$ cat src/rtl/user_id_readout.sv
// Samples the mask-programmed user project ID until stable, latches it for parallel readback
// and streams it MSB-first on a framed serial link followed by an even-parity bit.
module user_id_readout #(
  parameter int unsigned ID_WIDTH   = 32,
  parameter int unsigned CLK_DIV    = 4,
  parameter int unsigned STABLE_CNT = 2,
  parameter int unsigned TIMEOUT    = 16
) (
  input  logic                wb_clk_i,
  input  logic                wb_rst_i,
  input  logic [ID_WIDTH-1:0] mask_rev,
  input  logic                req_i,
  output logic                busy_o,
  output logic [ID_WIDTH-1:0] id_o,
  output logic                id_valid_o,
  output logic                ser_frame_o,
  output logic                ser_clk_o,
  output logic                ser_dat_o,
  output logic                done_o,
  output logic                err_o
);

  localparam int unsigned MatchW = $clog2(STABLE_CNT + 1);
  localparam int unsigned TmoW   = $clog2(TIMEOUT);
  localparam int unsigned BitW   = $clog2(ID_WIDTH);
  localparam int unsigned PhW    = $clog2(CLK_DIV);

  typedef enum logic [2:0] {
    StIdle,
    StSample,
    StShift,
    StParity,
    StDone
  } state_e;

  state_e              state_q, state_d;
  logic [ID_WIDTH-1:0] prev_q, prev_d;
  logic [MatchW-1:0]   match_q, match_d;
  logic [TmoW-1:0]     tmo_q, tmo_d;
  logic [ID_WIDTH-1:0] shift_q, shift_d;
  logic                par_q, par_d;
  logic [BitW-1:0]     bit_q, bit_d;
  logic [PhW-1:0]      ph_q, ph_d;
  logic [ID_WIDTH-1:0] id_q, id_d;
  logic                valid_q, valid_d;
  logic                err_q, err_d;
  logic                busy_q, busy_d;

  logic last_phase;
  assign last_phase = (ph_q == PhW'(CLK_DIV - 1));

  always_comb begin
    state_d = state_q;
    prev_d  = prev_q;
    match_d = match_q;
    tmo_d   = tmo_q;
    shift_d = shift_q;
    par_d   = par_q;
    bit_d   = bit_q;
    ph_d    = ph_q;
    id_d    = id_q;
    valid_d = valid_q;
    err_d   = 1'b0;

    unique case (state_q)
      StIdle: begin
        if (req_i) begin
          prev_d  = mask_rev;
          match_d = '0;
          tmo_d   = '0;
          state_d = StSample;
        end
      end
      StSample: begin
        // Stability wins over a timeout that expires on the same cycle.
        if (match_q == MatchW'(STABLE_CNT)) begin
          id_d    = prev_q;
          valid_d = 1'b1;
          shift_d = prev_q;
          par_d   = ^prev_q;
          bit_d   = '0;
          ph_d    = '0;
          state_d = StShift;
        end else if (tmo_q == TmoW'(TIMEOUT - 1)) begin
          err_d   = 1'b1;
          state_d = StIdle;
        end else begin
          match_d = (mask_rev == prev_q) ? match_q + MatchW'(1) : '0;
          prev_d  = mask_rev;
          tmo_d   = tmo_q + TmoW'(1);
        end
      end
      StShift: begin
        if (last_phase) begin
          ph_d    = '0;
          shift_d = shift_q << 1;
          if (bit_q == BitW'(ID_WIDTH - 1)) begin
            state_d = StParity;
          end else begin
            bit_d = bit_q + BitW'(1);
          end
        end else begin
          ph_d = ph_q + PhW'(1);
        end
      end
      StParity: begin
        if (last_phase) begin
          ph_d    = '0;
          state_d = StDone;
        end else begin
          ph_d = ph_q + PhW'(1);
        end
      end
      StDone: begin
        state_d = StIdle;
      end
      default: begin
        state_d = StIdle;
      end
    endcase

    busy_d = (state_d != StIdle);
  end

  always_ff @(posedge wb_clk_i) begin
    if (wb_rst_i) begin
      state_q <= StIdle;
      prev_q  <= '0;
      match_q <= '0;
      tmo_q   <= '0;
      shift_q <= '0;
      par_q   <= 1'b0;
      bit_q   <= '0;
      ph_q    <= '0;
      id_q    <= '0;
      valid_q <= 1'b0;
      err_q   <= 1'b0;
      busy_q  <= 1'b0;
    end else begin
      state_q <= state_d;
      prev_q  <= prev_d;
      match_q <= match_d;
      tmo_q   <= tmo_d;
      shift_q <= shift_d;
      par_q   <= par_d;
      bit_q   <= bit_d;
      ph_q    <= ph_d;
      id_q    <= id_d;
      valid_q <= valid_d;
      err_q   <= err_d;
      busy_q  <= busy_d;
    end
  end

  logic in_frame;
  assign in_frame = (state_q == StShift) || (state_q == StParity);

  assign busy_o      = busy_q;
  assign id_o        = id_q;
  assign id_valid_o  = valid_q;
  assign err_o       = err_q;
  assign done_o      = (state_q == StDone);
  assign ser_frame_o = in_frame;
  assign ser_clk_o   = in_frame && (ph_q >= PhW'(CLK_DIV / 2));
  assign ser_dat_o   = (state_q == StShift)  ? shift_q[ID_WIDTH-1] :
                       (state_q == StParity) ? par_q : 1'b0;

endmodule

$ cat config.mk
export PLATFORM = sky130hd
export DESIGN_NAME = user_id_readout
export DESIGN_NICKNAME = d
export VERILOG_FILES = /design/src/rtl/user_id_readout.sv
export SDC_FILE = /design/constraint.sdc
export NUM_CORES = 1
export LEC_CHECK = 0
export BUFFER_PORTS_ARGS = -buffer_cell sky130_fd_sc_hd__buf_2
export CAP_MARGIN = 20
export CORE_MARGIN = 5
export CORE_UTILIZATION = 35
export DETAILED_ROUTE_END_ITERATION = 12
export GPL_ROUTABILITY_DRIVEN = 0
export GPL_TIMING_DRIVEN = 0
export HOLD_SLACK_MARGIN = 0.12
export PLACE_DENSITY = 0.56
export SYNTH_ARGS = -nofsm -noshare
export SYNTH_HDL_FRONTEND = slang
export SYNTH_SLANG_ARGS = --single-unit
$ cat constraint.sdc
create_clock -name wb_clk_i -period 3.45 [get_ports wb_clk_i]
set_input_delay 0.345 -clock wb_clk_i [delete_from_list [all_inputs] [get_ports wb_clk_i]]
set_output_delay 0.345 -clock wb_clk_i [all_outputs]
set_load 0.02 [all_outputs]
==> summary.txt, run 1 <==
Power and ir drop
  • Leakage: 2.44 nW
  • Comb power frac: 9.8%
  • Seq pwr share: 38.5%
  • P_int: 2.84 mW
  • Net Sw Power: 868 µW
  • Net Sw Frac: 23.4%
  • Clock share of power: 51.7%
  • Power Density: 574 mW/mm²
  • IR Drop Worst-Case VDD: 0.336 mV

Floorplanning
  • Core area: 0.0146 mm²
  • Number of cell rows: 44
  • Die ar.: 0.0175 mm²
  • Die Ht: 132 µm
  • Boundary pin count: 74
  • Die X: 132 µm
  • Initial Util: 35.9%

Timing
  • Final setup violation count: 0
  • Clk_skew: 0.00623 ns
  • TNS Setup: 0 ns
  • Final Hold Viols: 0
  • Rel. slew slack: 56.4%
  • Tcrit/Tclk final: 65.6%
  • Max Slew Vio Count: 0
  • Worst Max-Slew Pin Slew: 0.654 ns
  • Max Freq: 442 MHz
  • Fin crit period: 2.26 ns
  • RSZ-0062 raised after global routing: no

Drt
  • DRT Pass-1 Iters: 4
  • Drt wl/cell: 16.5 µm
  • Vias/cell: 5.11
  • DRT iter0 DRCs: 327
  • Final antenna-violating net count: 0
  • Routed WL: 15.3 mm
  • DR vias: 4733
  • Drt drc: 0

Synth
  • Top cells by area, synth: dfxtp_1 44%, nand2_1 12%, a21oi_1 6.4%
  • Yosys warnings: 0
  • Post-Syn Nets: 680
  • Cell variety after synth: 39
  • Mapped cell area: 0.00524 mm²
  • Post-Synthesis Cells: 639
  • Async SR Flop Fraction: 0%
  • Top FF cell, synth: dfxtp_1
  • Yosys reg bits: 116
  • Synth area leader: dfxtp_1
  • Mean Syn Cell Area: 8.20 µm²
  • Synth top area share: 44.3%
  • EDFF count, synth: 0
  • Seq/Total Area, Yosys: 44.3%

Run
  • Number of max-cap violations: 0

Global routing
  • Initial antenna violation count: 0
  • Number of global-route vias before repair: 4848
  • Global-route wire length before repair: 25.1 mm
  • Largest net degree at the start of global routing: 17
  • GR Util All Layers: 17.8%
  • Grt total ovfl: 0

Setup path
  • Crit end category: output port
  • Crit path kind: flip-flop to output port
  • R2r setup slk: 1.35 ns
  • Worst EP arrival: 1.92 ns
  • CP max FO: 10
  • Startpoint Class: flip-flop
  • Req. time, crit path: 3.11 ns

Final layout
  • Area delta synth->final: 23.5%
  • Most common cell after layout, fill and taps aside: nand2_1
  • Design area: 0.00647 mm²
  • Fin nets: 771
  • Commonest cells after routing, fill and taps aside: 167 x nand2_1, 116 x dfxtp_1, 81 x buf_2
  • Post-route insts no fill: 927
  • Layout cells sized above 1: 17.4%
  • Antenna diode count: 0

Clock network
  • Root buffer cell: clkbuf_16
  • CTS Buf Count: 17
  • Clk_lat worst skew: 0.42 ns
  • Post-CTS Resized: 0
  • CTS tree: done
  • Post-CTS Setup Bufs: 0
  • Clock Tree Buf Depth: 2
  • Clk slew on worst S/H paths: 0.05 ns
  • Clock Sinks: 116
  • Hold-fix buffers, CTS: 0
  • CTS H-tree depth: 4

Placement
  • Buffers on Ports: 72
  • Placement Cell Area: 0.00583 mm²
  • DP Wirelength: 11.3 mm
  • DP Cell Count: 895

Status
  • Status: completed

Hold path
  • Tightest Hold Check Type: input pin to flip-flop
## cells by family after synthesis
logic type / share of synthesized area [%]
compound gates: 17.3
xor+xnor: 11.8
fa+ha+maj: 1.43
buf+inv: 4.59
flops: 44.3
mux: 0.573
simple gates: 20.0
## final cells by class
type	count	area [µm²]
Clock buffer	22	464
Multi-Input combinational cell	472	2680
Tap cell	184	230
Inverter	4	15.0
Buffer	47	225
Timing Repair Buffer	72	360
Fill cell	1450	8120
Sequential cell	116	2320
Clock inverter	10	178
## synth_stat cells (3+ instances only)
library cell / n
xor2_1: 35
buf_2: 9
buf_6: 5
a21oi_1: 67
inv_1: 3
xnor2_1: 32
a31oi_1: 3
a311oi_1: 32
dfxtp_1: 116
nand4_1: 5
nand2_1: 167
mux2i_1: 3
ha_1: 6
nor4_1: 8
o21ai_0: 32
clkbuf_1: 33
nor3_1: 8
nor2_1: 48
## path summary, 6_finish.rpt
path	endpoint	cells after the start	from
hold / removal	prev_q[5]$_SDFFE_PP0P_	3	mask_rev[5]
setup reg to reg	prev_q[19]$_SDFFE_PP0P_	8	match_q[0]$_SDFFE_PP0P_
hold reg to reg	id_o[12]$_SDFFE_PP0P_	2	id_o[12]$_SDFFE_PP0P_
setup / recovery	ser_dat_o	5	state_q[2]$_SDFF_PP0_
## power groups by stage
stage          clock network, mW  registers [mW]  logic [mW]
6_report                    1.92            1.43       0.363
5_1_grt                     2.02            1.43       0.400
4_1_cts                     1.95            1.43       0.365
3_5_place_dp                   0            1.46       0.361
3_3_place_gp                   0            1.46       0.359
2_1_floorplan                  0            1.44       0.265
## per-stage QoR
| stage | util, % | hold WS, ns | power [mW] | setup slack [ns] |
|---|---|---|---|---|
| after CTS | 44.3 | 0.164 | 3.75 | 1.16 |
| after floorplan | - | 0.437 | 1.70 | 1.69 |
| after global routing | 44.3 | 0.179 | 3.85 | 1.03 |
| after detailed placement | 39.9 | 0.446 | 1.82 | 1.34 |
| after global placement | 39.9 | 0.445 | 1.82 | 1.39 |
| final | 44.3 | 0.179 | 3.71 | 1.19 |
## registers in the layout, summed over array words and instances, names as in the netlist
signal,flops
prev_q,32
match_q,2
shift_q,32
id_o,32
tmo_q,4
par_q,1
bit_q,5
id_valid_o,1
state_q,3
err_o,1
ph_q,2
busy_o,1
## layer usage
layer	global-route usage (%)	part of all wire (%)	vias to the layer above
li1	-	-	2353
met1	23.1	47	2228
met2	28.0	46	123
met3	4.73	5.0	29
met4	7.58	2.5	0
met5	0	0	-
## worst max-delay path, cell delays in order, from the launching register on
cell and delay, ns:
dfxtp_1 0.31, buf_2 0.23, nand2b_1 0.24, clkbuf_1 0.41
nor2_1 0.12, buf_2 0.18
Note: power is estimated with default switching activity, not from simulation.
==> run 2: changes to the inputs <==
- clock period: 3.45 -> 2.3 ns (I/O delays scaled with it)
==> run 2 against run 1 <==
  * Clock power is 50% higher
  * Non-clock buffer count is 32 higher
  * Clock skew is 0.0031 ns higher
  * Largest cell class unchanged
  * Highest routed layer unchanged
==> summary.txt, run 2 (synthesis results as in run 1) <==
Timing
  • Max Slew Vio Count: 0
  • Fin crit period: 2.11 ns
  • TNS Setup: 0 ns
  • Worst Max-Slew Pin Slew: 0.625 ns
  • Tcrit/Tclk final: 91.8%
  • Clk_skew: 0.00930 ns
  • RSZ-0062 raised after global routing: no
  • Final Hold Viols: 0
  • Final setup violation count: 0
  • WHS: 0.351 ns
  • Max Freq: 474 MHz
  • Rel. slew slack: 58.3%

Clock network
  • Clock Sinks: 116
  • Clk slew on worst S/H paths: 0.05 ns
  • Post-CTS Setup Bufs: 0
  • CTS H-tree depth: 4
  • Clock Tree Buf Depth: 2
  • CTS Buf Count: 17
  • CTS tree: done
  • Clk_lat worst skew: 0.42 ns
  • Root buffer cell: clkbuf_16

Final layout
  • Layout cells sized above 1: 16.9%
  • Fin util: 46.6%
  • Antenna diode count: 0
  • Filler instances: 1409
  • Commonest cells after routing, fill and taps aside: 167 x nand2_1, 116 x dfxtp_1, 81 x buf_2
  • Most common cell after layout, fill and taps aside: nand2_1
  • Area delta synth->final: 29.7%
  • Fin nets: 803

Drt
  • Drt drc: 0
  • Vias/cell: 5.05
  • DRT Pass-1 Iters: 5
  • Routed WL: 15.5 mm
  • DR vias: 4841
  • DRT iter0 DRCs: 332
  • Drt wl/cell: 16.1 µm
  • Final antenna-violating net count: 0

Setup path
  • FF-to-FF path depth: 8
  • CP max FO: 10
  • R2r setup slk: 0.19 ns
  • Worst EP arrival: 2.45 ns
  • Startpoint Class: flip-flop
  • Crit end category: flip-flop
  • Req. time, crit path: 2.64 ns
  • Reg2reg end: prev_q[19]$_SDFFE_PP0P_
  • Crit path kind: flip-flop to flip-flop
  • Critical path startpoint: match_q[0]$_SDFFE_PP0P_
  • RR Startpoint: match_q[0]$_SDFFE_PP0P_

Global routing
  • Initial antenna violation count: 0
  • Number of global-route vias before repair: 4951
  • Grt total ovfl: 0
  • GR Util All Layers: 18.1%
  • Largest net degree at the start of global routing: 17
  • Global-route wire length before repair: 25.5 mm

Placement
  • DP Wirelength: 11.3 mm
  • Buffers on Ports: 72

Floorplanning
  • Core area: 0.0146 mm²
  • Initial Util: 35.9%
  • Boundary pin count: 74
  • Number of cell rows: 44
  • Die ar.: 0.0175 mm²
  • Die Ht: 132 µm
  • Die X: 132 µm

Hold path
  • Hold Crit Depth: 4
  • Tightest Hold Check Type: input pin to flip-flop
  • WHS Endpoint: tmo_q[2]$_SDFFE_PP0P_
  • Hold path startpoint: req_i

Power and ir drop
  • IR Drop Worst-Case VDD: 0.506 mV
  • Power Density: 826 mW/mm²
  • Leakage: 2.58 nW
  • Power, Total: 5.61 mW

Status
  • Status: completed

Run
  • Number of max-cap violations: 0
-- run 2: how the worst max path moves through the flow --
stage | depth (start not counted) | slack, ns | endpoint
after global placement | 8 | 0.24 | prev_q[31]$_SDFFE_PP0P_
after detailed placement | 8 | 0.19 | prev_q[19]$_SDFFE_PP0P_
after CTS | 5 | 0.13 | ser_dat_o
after global routing | 8 | 0.03 | prev_q[0]$_SDFFE_PP0P_
final | 8 | 0.19 | prev_q[19]$_SDFFE_PP0P_
after floorplan | 9 | 0.54 | match_q[0]$_SDFFE_PP0P_
-- run 2: worst max-delay path, cell delays in order, from the launching register on --
cell      delay, ns
dfxtp_1        0.35
inv_1          0.05
ha_1           0.28
a31oi_2        0.21
nand2_2        0.11
a211oi_4       0.46
buf_2          0.32
nand2_1        0.09
a21oi_1        0.15
-- run 2: power by group --
group          internal, mW  leakage, nW  switching, mW
clock                  1.97        0.314          0.909
combinational         0.275         1.32          0.315
sequential             2.06        0.941         0.0879
-- run 2: routing by layer --
layer	vias to the layer above	part of all wire (%)	GRT usage (%)
li1	2411	-	-
met1	2276	47	23.3
met2	122	46	28.6
met3	32	4.6	5.19
met4	0	2.5	7.13
met5	-	0	0
-- run 2: layout make-up --
class / count / area, µm² / area share, %
buffer: 47 / 228 / 3.35
clock buffer: 22 / 464 / 6.83
clock inverter: 10 / 178 / 2.62
inverter: 4 / 15.0 / 0.221
multi-input combinational: 472 / 2680 / 39.4
sequential: 116 / 2320 / 34.2
tap: 184 / 230 / 3.39
timing repair buffer: 104 / 681 / 10.0
-- run 2: stage by stage --
step | std cells | cell area, µm² | setup slack, ns
finish | 959 | 6790 | 0.189
global route | 959 | 6790 | 0.0314
CTS | 959 | 6790 | 0.129
detailed placement | 895 | 5830 | 0.194
global placement | 895 | 5830 | 0.245
floorplan | 639 | 5240 | 0.536
-- run 2: what timing repair did --
item                                    4_1_cts  5_1_grt
endpoints found under the hold margin        32        0
gates resized for setup                       0        4
hold buffers                                 32        0
endpoints found under the setup margin        0        1
